[src/rtl/string2_parser.sv]
// Byte-serial syntax checker for digit/'+'/'*'/paren expressions; out flags a complete valid prefix.
// Optional macro STRING2_SPACE_SKIP_EN: spaces are ignored outside the error state.
module string2_parser #(
  parameter int MAX_DEPTH = 15
) (
  input  logic       clk,
  input  logic       clr,
  input  logic [7:0] in,
  output logic       out
);

  localparam int DW = (MAX_DEPTH < 1) ? 1 : $clog2(MAX_DEPTH + 1);
  localparam logic [DW-1:0] DMAX = DW'(MAX_DEPTH);

  typedef enum logic [1:0] {
    S_EXPECT  = 2'd0,
    S_OPERAND = 2'd1,
    S_ERR     = 2'd2
  } state_t;

  state_t          state_q = S_EXPECT;
  state_t          state_d;
  logic [DW-1:0]   depth_q = '0;
  logic [DW-1:0]   depth_d;

  logic is_digit, is_lp, is_rp, is_op, skip;

  assign is_digit = (in >= 8'h30) && (in <= 8'h39);
  assign is_lp    = (in == 8'h28);
  assign is_rp    = (in == 8'h29);
  assign is_op    = (in == 8'h2B) || (in == 8'h2A);

`ifdef STRING2_SPACE_SKIP_EN
  assign skip = (in == 8'h20);
`else
  assign skip = 1'b0;
`endif

  always_comb begin
    state_d = state_q;
    depth_d = depth_q;
    // A skipped space holds everything; S_ERR holds regardless of input.
    if (!skip) begin
      case (state_q)
        S_EXPECT: begin
          if (is_digit) begin
            state_d = S_OPERAND;
          end else if (is_lp) begin
            if (depth_q < DMAX) depth_d = depth_q + DW'(1);
            else                state_d = S_ERR;
          end else begin
            state_d = S_ERR;
          end
        end
        S_OPERAND: begin
          if (is_op) begin
            state_d = S_EXPECT;
          end else if (is_rp) begin
            if (depth_q != '0) depth_d = depth_q - DW'(1);
            else               state_d = S_ERR;
          end else begin
            state_d = S_ERR;
          end
        end
        S_ERR:   state_d = S_ERR;
        default: state_d = S_ERR;
      endcase
    end
  end

  always_ff @(posedge clk) begin
    if (clr) begin
      state_q <= S_EXPECT;
      depth_q <= '0;
    end else begin
      state_q <= state_d;
      depth_q <= depth_d;
    end
  end

  assign out = (state_q == S_OPERAND) && (depth_q == '0);

endmodule

[config.mk]
export PLATFORM = sky130hd
export DESIGN_NAME = string2_parser
export DESIGN_NICKNAME = d
export VERILOG_FILES = /design/src/rtl/string2_parser.sv
export SDC_FILE = /design/constraint.sdc
export NUM_CORES = 1
export LEC_CHECK = 0
export ABC_AREA = 1
export BUFFER_PORTS_ARGS = -buffer_cell sky130_fd_sc_hd__buf_4
export CAP_MARGIN = 10
export CELL_PAD_IN_SITES_DETAIL_PLACEMENT = 0
export CELL_PAD_IN_SITES_GLOBAL_PLACEMENT = 1
export CORE_MARGIN = 5
export CORE_UTILIZATION = 36
export CTS_CLUSTER_DIAMETER = 150
export DETAILED_ROUTE_END_ITERATION = 12
export MAX_ROUTING_LAYER = met4
export PLACE_DENSITY_LB_ADDON = 0.1
export SLEW_MARGIN = 5
export SYNTH_ARGS = -nofsm -noshare
export SYNTH_HDL_FRONTEND = slang
export SYNTH_SLANG_ARGS = --single-unit
[constraint.sdc]
create_clock -name clk -period 1.45 [get_ports clk]
set_input_delay 0.0725 -clock clk [delete_from_list [all_inputs] [get_ports clk]]
set_output_delay 0.0725 -clock clk [all_outputs]
set_load 0.01 [all_outputs]
==> implementation parameters <==
Parameter                              Value

Die
  Die span in x ... 49.37 um
  Die ar. ... between 2000 and 2500 um2
  Starting Density ... a little under two fifths
  Height of the chip ... 49.37 um
  Core region area ... about 1500 um2
  Ports placed on the boundary ... 11
  Standard-cell rows ... 14

Critical path
  Worst reg2reg path depth ... 9
  Signal arrival time at the worst endpoint ... about 1.5 ns
  Maximum fanout along the worst path ... 3
  Launch point of the critical path ... state_q[0]
  Worst R2R Start ... state_q[0]
  Class of the most critical setup path ... register to register
  Capturing element type of the critical path ... register
  Worst R2R Setup Slack ... 0.13 ns
  Crit Reg-Reg Endpoint ... depth_q[3]
  Worst Path Required ... 1.59 ns
  Startpoint Class ... register

Global routing
  All-layer global routing usage ... between 10% and 20%
  Maximum number of pins on one net before global-route repair ... 9
  Total global routing overflow ... 0
  Wire length of the first global-routing pass ... approximately 2.1 mm
  Vias in the first global route ... a little over 500
  Initial antenna violation count ... 0

Route
  Overall routed net length ... ~1.2 mm
  Number of DRC violations after detailed-routing iteration 0 ... 6
  Iteration count of the initial detailed-routing pass ... 4
  Vias after detailed routing ... around 550
  Routed WL per cell ... about 10 um
  Met1 Wirelength ... 541 um
  Uppermost layer routed ... met4
  Detail Route met3 WL ... roughly 28 um
  Per-cell via count in the routed design ... ~4.7
  Final antenna-violating net count ... 0
  Total length of routed met2 wires ... 574 um
  Final routed DRC violation total ... 0

Yosys
  Post-synthesis net count ... between 90 and 100
  Proportion of synthesized chip area in sequential cells ... between 20 and 25%
  Syn Area/Cell ... just under 7 um2
  Number of warnings reported in the yosys synthesis log ... 0
  Area of the mapped netlist ... ~560 um2
  Register bit count reported by yosys ... 6
  Syn Inst Count ... between 80 and 90
  Number of distinct standard cells referenced by the synthesized netlist ... 20

Flow run
  MaxCap Viol Count ... 0

Placement
  Final estimated routing congestion in global placement ... ~0.77
  Worst setup timing slack at the placement stage ... about 0.035 ns
  Number of buffer cells added on primary ports ... 10
  DP Wirelength ... approximately 1000 um

Pwr
  Leakage power of the design ... roughly 0.36 nW
  Power density cells ... between 500 and 600 nW/um2
  Clock power share ... about two fifths
  Cell-internal power ... roughly 0.29 mW
  Fraction of power consumed by combinational cells ... between 10% and 20%
  Sw Pwr ... between 0.08 and 0.09 mW
  Share of total power consumed by net switching ... about a quarter
  Peak supply drop ... 0.4211 mV
  Sequential Power Share ... 45.0%
  Total power of the final layout ... 0.3783 mW

Cells and area
  Area taken by flip-flops and latches ... ~120 um2
  Diodes inserted ... 0
  Final net count ... approximately 120
  Fillers ... ~170
  Ratio of cells with drive above 1 in the final layout ... between 40% and 50%
  Layout Area Growth over Synthesis ... 31.17%
  Area used by multi-input combinational logic ... about 420 um2

Clocking
  Number of clock sinks seen by CTS ... 6
  Cts bufs inserted ... 3
  Clk Tree Root Cell ... sky130_fd_sc_hd__clkbuf_4
  H-Tree Level Count ... 1
  Clock transition at path regs ... around 0.050 ns
  TritonCTS clock tree ... done
  Maximum clock path buffer count ... 2
  Latest clock arrival within the worst-skew pair ... approximately 0.24 ns

Hold path
  Class of the tightest hold or removal check ... input port to register
  Worst hold endpoint ... state_q[0]
  Cell depth of the worst hold path ... 2
  Critical hold path startpoint ... clr

Timing
  Final Skew ... 0.003788 ns
  Slew headroom ... 85.76%
  Tightest Pin Transition ... about 0.21 ns
  Fin worst setup slack ... roughly 0.13 ns
  Final worst-path cycle share ... approximately nine tenths
  Final max-slew violation count ... 0
  Maximum clock frequency ... 756.1 MHz
  Final number of hold-violating endpoints ... 0
  Setup violators final ... 0
  Crit path time final ... about 1.3 ns

Run status
  Run status ... finished clean
## metrics by stage
stage / cell area, um2 / util [%] / hold WS, ns / setup TNS [ns] / instances
4_1_cts: 698.2 / 46.89 / 0.006032 / 0 / 115
2_1_floorplan: 558.0 / - / 0.1416 / 0 / 83
3_5_place_dp: 675.6 / 45.38 / 0.2620 / 0 / 112
6_report: 732.0 / 49.16 / 0.003708 / 0 / 116
5_1_grt: 732.0 / 49.16 / 0.001233 / -0.005011 / 116
3_3_place_gp: 675.6 / 45.38 / 0.2584 / 0 / 112
## routing by layer
layer | GRT usage (%) | vias to the layer above
li1 | - | 296
met1 | 13.97 | 242
met2 | 15.67 | 5
met3 | 2.446 | 2
met4 | 6.550 | 0
met5 | - | -
## cells in the mapped netlist, drive strengths merged
master  instances  area share, %
nand3           7            6.3
xor2            1            1.6
nor3            1            1.8
a21boi          1            1.3
ha              2            4.5
o21ai           2            1.8
nor2           19             21
a21oi           4            4.3
inv            11            7.4
nor2b           1            1.1
nand2          26             23
nand4           1            1.1
dfxtp           6             22
fa              1            3.6
## cells in the final DEF, fill, tap and decap left out, types with 2 or more instances in the layout
| cell | count |
|---|---|
| sky130_fd_sc_hd__inv_2 | 2 |
| sky130_fd_sc_hd__nand3_1 | 6 |
| sky130_fd_sc_hd__nor2_4 | 5 |
| sky130_fd_sc_hd__nand2_2 | 3 |
| sky130_fd_sc_hd__nor2_2 | 5 |
| sky130_fd_sc_hd__nand2_4 | 3 |
| sky130_fd_sc_hd__clkbuf_4 | 3 |
| sky130_fd_sc_hd__o21ai_0 | 2 |
| sky130_fd_sc_hd__inv_1 | 9 |
| sky130_fd_sc_hd__nor2_1 | 9 |
| sky130_fd_sc_hd__nand2_1 | 20 |
| sky130_fd_sc_hd__dfxtp_1 | 5 |
| sky130_fd_sc_hd__a21oi_1 | 3 |
| sky130_fd_sc_hd__buf_4 | 14 |
## critical path, cell delays in order, from the launching register on
cell                      delay (ns)
sky130_fd_sc_hd__dfxtp_2        0.33
sky130_fd_sc_hd__inv_2          0.07
sky130_fd_sc_hd__nor2_4         0.05
sky130_fd_sc_hd__ha_4           0.29
sky130_fd_sc_hd__nand3_2        0.08
sky130_fd_sc_hd__nor2b_2        0.15
sky130_fd_sc_hd__nand2_1        0.05
sky130_fd_sc_hd__nand2_1        0.05
sky130_fd_sc_hd__a21oi_1        0.11
sky130_fd_sc_hd__nor2_1         0.05
## cell type report
type	instances	area share [%]
sequential	6	16.58
multi-input combinational	66	57.61
inverter	11	5.641
timing repair buffer	14	14.36
tap	16	2.735
clock buffer	3	3.077
## timing repair
item,4_1_cts,5_1_grt
hold buffers,0,0
setup endpoints to repair,0,1
buffers inserted,0,1
resized for setup,0,5
## cell families (layout without fill, tap and decap cells)
kind of cell             after synthesis  after routing  share of synthesized area, %
AND/OR/NAND/NOR                       55             55                         54.04
AO/OA/AOI/OAI                          7              7                         7.399
buffers and inverters                 11             28                         7.399
flip-flops                             6              6                         21.53
adder cells (fa/ha/maj)                3              3                         8.071
XOR/XNOR                               1              1                         1.570
## registers in the layout, indices dropped and copies added, names as in the netlist
register / cells
depth_q: 4
state_q: 2
## power by group through the flow
stage,combinational [mW],clock (mW),sequential [mW]
after global routing,0.0609,0.178,0.170
after global placement,0.0537,0,0.172
after floorplan,0.0268,0,0.172
after CTS,0.0547,0.161,0.169
final,0.0544,0.154,0.170
after detailed placement,0.0545,0,0.173
## worst max path at each step
stage	endpoint	slack, ns	depth (start not counted)
after floorplan	depth_q[3]	0.14	9
after global placement	depth_q[3]	0.02	9
after detailed placement	depth_q[3]	0.03	9
after CTS	depth_q[3]	0.03	9
after global routing	depth_q[3]	-0.005	9
final	depth_q[3]	0.13	9
Note: power is estimated with default switching activity, not from simulation.
